File: src/rtl/bp_update_sched.sv
// bp_update_sched: merges two branch-resolution ports into a FIFO feeding the predictor update port and runs table clears
module bp_update_sched #(
  parameter int ABITS = 10,
  parameter int DEPTH = 4
) (
  input  logic                         clock_i,
  input  logic                         reset_n_i,
  input  logic                         res0_valid_i,
  input  logic [31:0]                  res0_pc_i,
  input  logic [31:0]                  res0_tgt_i,
  input  logic                         res0_taken_i,
  input  logic                         res0_br_i,
  input  logic                         res0_btb_i,
  input  logic                         res1_valid_i,
  input  logic [31:0]                  res1_pc_i,
  input  logic [31:0]                  res1_tgt_i,
  input  logic                         res1_taken_i,
  input  logic                         res1_br_i,
  input  logic                         res1_btb_i,
  output logic                         res_ready_o,
  input  logic                         clear_i,
  output logic                         upd_valid_o,
  output logic [31:0]                  upd_pc_o,
  output logic [31:0]                  upd_tgt_o,
  output logic                         upd_taken_o,
  output logic                         upd_pht_o,
  output logic                         upd_btb_o,
  input  logic                         upd_ready_i,
  output logic                         clr_we_o,
  output logic [ABITS-1:0]             clr_idx_o,
  output logic                         busy_o,
  output logic [$clog2(DEPTH+1)-1:0]   count_o,
  output logic                         drop_o
);
  localparam int CW = $clog2(DEPTH+1);
  localparam int PW = $clog2(DEPTH);
  typedef enum logic {CLEAR, RUN} state_t;
  state_t state, state_n;
  logic [ABITS-1:0] idx, idx_n;
  logic [66:0] mem [DEPTH];
  logic [PW-1:0] wp, rp;
  logic [CW-1:0] count;
  logic drop, run, flush, push0, push1, pop;
  assign run = state == RUN;
  assign flush = run && clear_i;
  assign res_ready_o = run && (count <= CW'(DEPTH - 2));
  assign push0 = res_ready_o && res0_valid_i && !clear_i;
  assign push1 = res_ready_o && res1_valid_i && !clear_i;
  assign upd_valid_o = run && (count != '0);
  assign pop = upd_valid_o && upd_ready_i && !clear_i;
  assign {upd_pc_o, upd_tgt_o, upd_taken_o, upd_pht_o, upd_btb_o} = mem[rp];
  assign clr_we_o = !run;
  assign busy_o = !run;
  assign clr_idx_o = idx;
  assign count_o = count;
  assign drop_o = drop;
  always_comb begin
    state_n = run ? (clear_i ? CLEAR : RUN) : (idx == '1 ? RUN : CLEAR);
    idx_n = run ? '0 : idx + 1'b1;
  end
  always_ff @(posedge clock_i) begin
    if (!reset_n_i) begin
      state <= CLEAR;
      idx <= '0;
    end else begin
      state <= state_n;
      idx <= idx_n;
    end
  end
  always_ff @(posedge clock_i) begin
    if (!reset_n_i) begin
      wp <= '0;
      rp <= '0;
      count <= '0;
      drop <= 1'b0;
    end else begin
      drop <= (res0_valid_i || res1_valid_i) && !res_ready_o;
      if (flush) begin
        wp <= '0;
        rp <= '0;
        count <= '0;
      end else begin
        wp <= wp + PW'(push0) + PW'(push1);
        rp <= rp + PW'(pop);
        count <= count + CW'(push0) + CW'(push1) - CW'(pop);
      end
    end
  end
  always_ff @(posedge clock_i) begin
    if (push0) mem[wp] <= {res0_pc_i, res0_tgt_i, res0_taken_i, res0_br_i, res0_btb_i};
    if (push1) mem[push0 ? wp + 1'b1 : wp] <= {res1_pc_i, res1_tgt_i, res1_taken_i, res1_br_i, res1_btb_i};
  end
endmodule

File: config.mk
export PLATFORM = sky130hd
export DESIGN_NAME = bp_update_sched
export DESIGN_NICKNAME = d
export VERILOG_FILES = /design/src/rtl/bp_update_sched.sv
export SDC_FILE = /design/constraint.sdc
export NUM_CORES = 1
export LEC_CHECK = 0
export ABC_AREA = 1
export BUFFER_PORTS_ARGS = -buffer_cell sky130_fd_sc_hd__buf_2
export CAP_MARGIN = 20
export CORE_UTILIZATION = 64
export CTS_BUF_LIST = sky130_fd_sc_hd__clkbuf_4
export CTS_CLUSTER_DIAMETER = 60
export DETAILED_ROUTE_END_ITERATION = 7
export PLACE_DENSITY_LB_ADDON = 0.1
export SYNTH_ARGS = -nofsm -noshare
export SYNTH_HDL_FRONTEND = slang
export SYNTH_SLANG_ARGS = --single-unit
File: constraint.sdc
create_clock -name clock_i -period 10.8 [get_ports clock_i]
set_input_delay 0.54 -clock clock_i [delete_from_list [all_inputs] [get_ports clock_i]]
set_output_delay 0.54 -clock clock_i [all_outputs]
set_load 0.05 [all_outputs]
==> impl_metrics.xml <==
<?xml version="1.0" encoding="UTF-8"?>
<metrics>
  <group name="floorplan">
    <metric name="fp.dieW" unit="um">156.2</metric>
    <metric name="vert_die_dim" unit="um">156.2</metric>
    <metric name="fp.dieArea" unit="sq um">24410</metric>
    <metric name="fp.coreArea" unit="sq um">23400</metric>
    <metric name="top_level_ports" unit="">225</metric>
    <metric name="initial_utilization" unit="%">65.05</metric>
    <metric name="row_count" unit="">56</metric>
  </group>
  <group name="cts">
    <metric name="clkTransAtPathRegs" unit="ns">0.06</metric>
    <metric name="htreeDepth" unit="">3</metric>
    <metric name="hold_buffers" unit="">0</metric>
    <metric name="tritoncts.num_buffers" unit="">75</metric>
    <metric name="cts_tree" unit="">done</metric>
    <metric name="insertion_delay" unit="ns">0.70</metric>
    <metric name="cts_num_sinks" unit="">287</metric>
    <metric name="clockBufferDepth" unit="">3</metric>
    <metric name="clockRootBuffer" unit="">sky130_fd_sc_hd__clkbuf_4</metric>
    <metric name="cts_resized" unit="">0</metric>
    <metric name="postCtsSetupBuffers" unit="">0</metric>
  </group>
  <group name="layout">
    <metric name="area.growth.synth_to_final" unit="%">12.42</metric>
    <metric name="drive_above_1_share" unit="%">19.78</metric>
    <metric name="layout_common_cells" unit="">sky130_fd_sc_hd__nand2_1 (549), sky130_fd_sc_hd__nand4_1 (272), sky130_fd_sc_hd__edfxtp_1 (268)</metric>
    <metric name="mostFrequentLayoutCell" unit="">sky130_fd_sc_hd__nand2_1</metric>
    <metric name="finalNetCount" unit="">2012</metric>
    <metric name="design_area" unit="sq um">17110</metric>
    <metric name="postLayoutCoreUtil" unit="%">73.13</metric>
    <metric name="filler_cell_count" unit="">1806</metric>
  </group>
  <group name="global_routing">
    <metric name="grtUsageTotal" unit="%">34.86</metric>
    <metric name="gr-total-overflow" unit="">0</metric>
    <metric name="first_global_vias" unit="">13285</metric>
    <metric name="grt_first_pass_wirelength" unit="mm">66.36</metric>
    <metric name="initial_antenna_violation_count" unit="">3</metric>
    <metric name="grt_start_max_net_pins" unit="">207</metric>
  </group>
  <group name="sta">
    <metric name="max_slew.worst_pin.slew" unit="ns">1.141</metric>
    <metric name="fmax" unit="GHz">0.2270</metric>
    <metric name="finalWorstPathRequiredPeriod" unit="ns">4.405</metric>
    <metric name="finalClockSkew" unit="ns">0.05195</metric>
    <metric name="timing_hold_violations_final" unit="">0</metric>
    <metric name="totalNegativeSetupSlack" unit="ns">0</metric>
    <metric name="finalSetupViolCount" unit="">0</metric>
    <metric name="fin_crit_sh" unit="%">40.78</metric>
    <metric name="max_slew_margin" unit="%">23.92</metric>
    <metric name="rsz_0062_raised_after_global_routing" unit="">false</metric>
    <metric name="pins_over_slew_limit" unit="">0</metric>
  </group>
  <group name="yosys">
    <metric name="ys_dominant_reg_cell" unit="">sky130_fd_sc_hd__edfxtp_1</metric>
    <metric name="synth_xor_xnor_area_share" unit="%">0.2301</metric>
    <metric name="mappedNetlistNets" unit="">1858</metric>
    <metric name="synth_area_leaders" unit="">sky130_fd_sc_hd__edfxtp_1 (53%), sky130_fd_sc_hd__nand2_1 (14%), sky130_fd_sc_hd__nand4_1 (11%)</metric>
    <metric name="netlist.area_leader.share" unit="%">52.86</metric>
    <metric name="synth_top_family_by_area" unit="">simple AND/OR/NAND/NOR gates</metric>
    <metric name="yosys_warnings" unit="">0</metric>
    <metric name="fraction_of_the_mapped_netlist_area_in_simple_logic_gates" unit="%">29.73</metric>
    <metric name="multiplexer_fraction_of_the_synthesized_cell_area" unit="%">0</metric>
    <metric name="synth_async_sr_flop_share" unit="%">0</metric>
    <metric name="synth_adder_area_share" unit="%">1.052</metric>
    <metric name="synthesis.area_per_instance" unit="sq um">8.918</metric>
    <metric name="post_synth_instance_area" unit="sq um">15220</metric>
    <metric name="count_of_state_elements_after_synthesis" unit="">287</metric>
    <metric name="syn-instance-count" unit="">1707</metric>
    <metric name="synth.distinct_cells" unit="">25</metric>
    <metric name="synth.yosys.seq_area_share" unit="%">55.36</metric>
    <metric name="synth_compound_gate_area_share" unit="%">7.652</metric>
    <metric name="netlist.top_cell.by_area" unit="">sky130_fd_sc_hd__edfxtp_1</metric>
    <metric name="synth_enable_flop_cells" unit="">268</metric>
  </group>
  <group name="pwr">
    <metric name="power.density" unit="nW/um^2">132.6</metric>
    <metric name="report.power.total" unit="W">0.002269</metric>
    <metric name="combinationalPowerShare" unit="%">4.7</metric>
    <metric name="p_int" unit="W">0.001769</metric>
    <metric name="clock_power_share" unit="%">41.7</metric>
    <metric name="vdd_ir_drop_max" unit="mV">0.08960</metric>
    <metric name="p_sw" unit="W">0.0005006</metric>
    <metric name="seq_power_share" unit="%">53.6</metric>
    <metric name="leakagePower" unit="nW">7.183</metric>
    <metric name="switching_share" unit="%">22.06</metric>
  </group>
  <group name="worst_setup_path">
    <metric name="reg2reg_depth" unit="">9</metric>
    <metric name="timing_worst_setup_path_type" unit="">reg -&gt; reg</metric>
    <metric name="crit_required" unit="ns">11.07</metric>
    <metric name="r2r_slack" unit="ns">6.40</metric>
    <metric name="worst-endpoint-arrival" unit="ns">4.68</metric>
    <metric name="worst_r2r_startpoint" unit="">count_o[1]$_SDFF_PP0_</metric>
    <metric name="worstSetupStartpoint" unit="">count_o[1]$_SDFF_PP0_</metric>
    <metric name="crit_end" unit="">mem[1][29]$_DFFE_PP_</metric>
    <metric name="regToRegEndpoint" unit="">mem[1][29]$_DFFE_PP_</metric>
    <metric name="start_kind" unit="">flop</metric>
    <metric name="critical_path.endpoint_type" unit="">flop</metric>
    <metric name="crit_path_max_fanout" unit="">74</metric>
  </group>
  <group name="run">
    <metric name="maxCapViolations" unit="">0</metric>
  </group>
  <group name="place">
    <metric name="placed_cell_area" unit="sq um">16120</metric>
    <metric name="gp_congestion" unit="">0.8045</metric>
    <metric name="dp_hpwl" unit="mm">22.31</metric>
    <metric name="place.port_buffers" unit="">224</metric>
  </group>
  <group name="hold_path">
    <metric name="hold_path_class" unit="">in -&gt; reg</metric>
    <metric name="holdCritStartpoint" unit="">reset_n_i</metric>
  </group>
  <group name="route">
    <metric name="number_of_detailed_routing_iterations_run_before_antenna_repair" unit="">6</metric>
    <metric name="wire_per_inst" unit="um">19.02</metric>
    <metric name="drc" unit="">0</metric>
    <metric name="vias" unit="">13930</metric>
    <metric name="wl" unit="mm">42.37</metric>
    <metric name="initialDrtViolationCount" unit="">1660</metric>
    <metric name="vias_per_cell" unit="">6.255</metric>
    <metric name="antenna_violation_net_count_after_detailed_routing" unit="">0</metric>
  </group>
  <group name="outcome">
    <metric name="run_status" unit="">complete, no violations</metric>
  </group>
</metrics>
==> kinds of logic after synthesis <==
group | after synthesis
compound gates | 216
xor+xnor | 4
fa+ha+maj | 11
buf+inv | 186
flops | 287
simple gates | 1003
==> how the worst min path moves through the flow <==
stage               cells after the start  slack, ns                      end
floorplan                               2       0.55         wp[1]$_SDFF_PP0_
global placement                        1       0.46  clr_idx_o[0]$_SDFF_PP0_
detailed placement                      1       0.46  clr_idx_o[0]$_SDFF_PP0_
CTS                                     3       0.11        drop_o$_SDFF_PN0_
global route                            3       0.15        drop_o$_SDFF_PN0_
finish                                  3       0.16        drop_o$_SDFF_PN0_
==> layout make-up <==
| type | instances | area [sq um] | area share (%) |
|---|---|---|---|
| multi-input combinational | 1234 | 5966 | 34.86 |
| antenna | 2 | 5.005 | 0.02924 |
| tap | 319 | 399.1 | 2.332 |
| timing repair buffer | 236 | 1276 | 7.457 |
| clock inverter | 3 | 37.54 | 0.2193 |
| clock buffer | 119 | 893.4 | 5.220 |
| sequential | 287 | 8433 | 49.28 |
| inverter | 27 | 103.9 | 0.6068 |
==> per-stage QoR <==
stage                     setup WS (ns)  instances  hold WS, ns
after floorplan                   6.994       1707       0.5461
after global placement            6.428       2100       0.4575
after detailed placement          6.370       2101       0.4610
after CTS                         6.417       2223       0.1102
after global routing              6.104       2226       0.1460
final                             6.395       2227       0.1576
==> metal layers <==
| layer | GRT usage, % | routed length [um] | share of wire (%) |
|---|---|---|---|
| met2 | 57.97 | 20530 | 48 |
| met3 | 6.619 | 4574 | 11 |
| met5 | 0 | 0 | 0 |
| met4 | 15.17 | 935 | 2.2 |
| met1 | 44.69 | 16320 | 39 |
==> worst max-delay path, cell delays in order, from the launching register on <==
cell and delay (ns):
sky130_fd_sc_hd__dfxtp_1 0.35, sky130_fd_sc_hd__inv_1 0.09, sky130_fd_sc_hd__ha_1 0.20, sky130_fd_sc_hd__inv_1 0.06
sky130_fd_sc_hd__nand2_2 0.10, sky130_fd_sc_hd__nand3_2 0.15, sky130_fd_sc_hd__nand2_1 0.11, sky130_fd_sc_hd__nand2_4 0.66
sky130_fd_sc_hd__nand3_4 1.00, sky130_fd_sc_hd__nand2_4 1.22
==> state kept, by name (all words and copies together), names as in the netlist <==
signal / flops
rp: 2
mem: 268
wp: 2
count_o: 3
run: 1
clr_idx_o: 10
drop_o: 1
==> synthesized netlist by cell type (3+ instances only) <==
cell type and count:
sky130_fd_sc_hd__nand3_2 5, sky130_fd_sc_hd__o21ai_0 140, sky130_fd_sc_hd__buf_4 16, sky130_fd_sc_hd__a21oi_1 8
sky130_fd_sc_hd__ha_1 8, sky130_fd_sc_hd__nand2_1 553, sky130_fd_sc_hd__fa_1 3, sky130_fd_sc_hd__inv_1 26
sky130_fd_sc_hd__buf_6 10, sky130_fd_sc_hd__edfxtp_1 268, sky130_fd_sc_hd__nor3_1 4, sky130_fd_sc_hd__dfxtp_1 19
sky130_fd_sc_hd__nand2_2 6, sky130_fd_sc_hd__nand4_1 272, sky130_fd_sc_hd__buf_2 61, sky130_fd_sc_hd__nand3_1 8
sky130_fd_sc_hd__o22ai_1 67, sky130_fd_sc_hd__clkbuf_1 72, sky130_fd_sc_hd__nor2_1 152
==> power groups by stage <==
stage / combinational [W] / clock, W / sequential [W]
2_1_floorplan: 0.0000414 / 0 / 0.00124
3_3_place_gp: 0.000100 / 0 / 0.00124
3_5_place_dp: 0.000104 / 0 / 0.00124
4_1_cts: 0.000105 / 0.000952 / 0.00122
5_1_grt: 0.000120 / 0.00101 / 0.00122
6_report: 0.000107 / 0.000946 / 0.00122
Power figures use the tool's default switching activity.
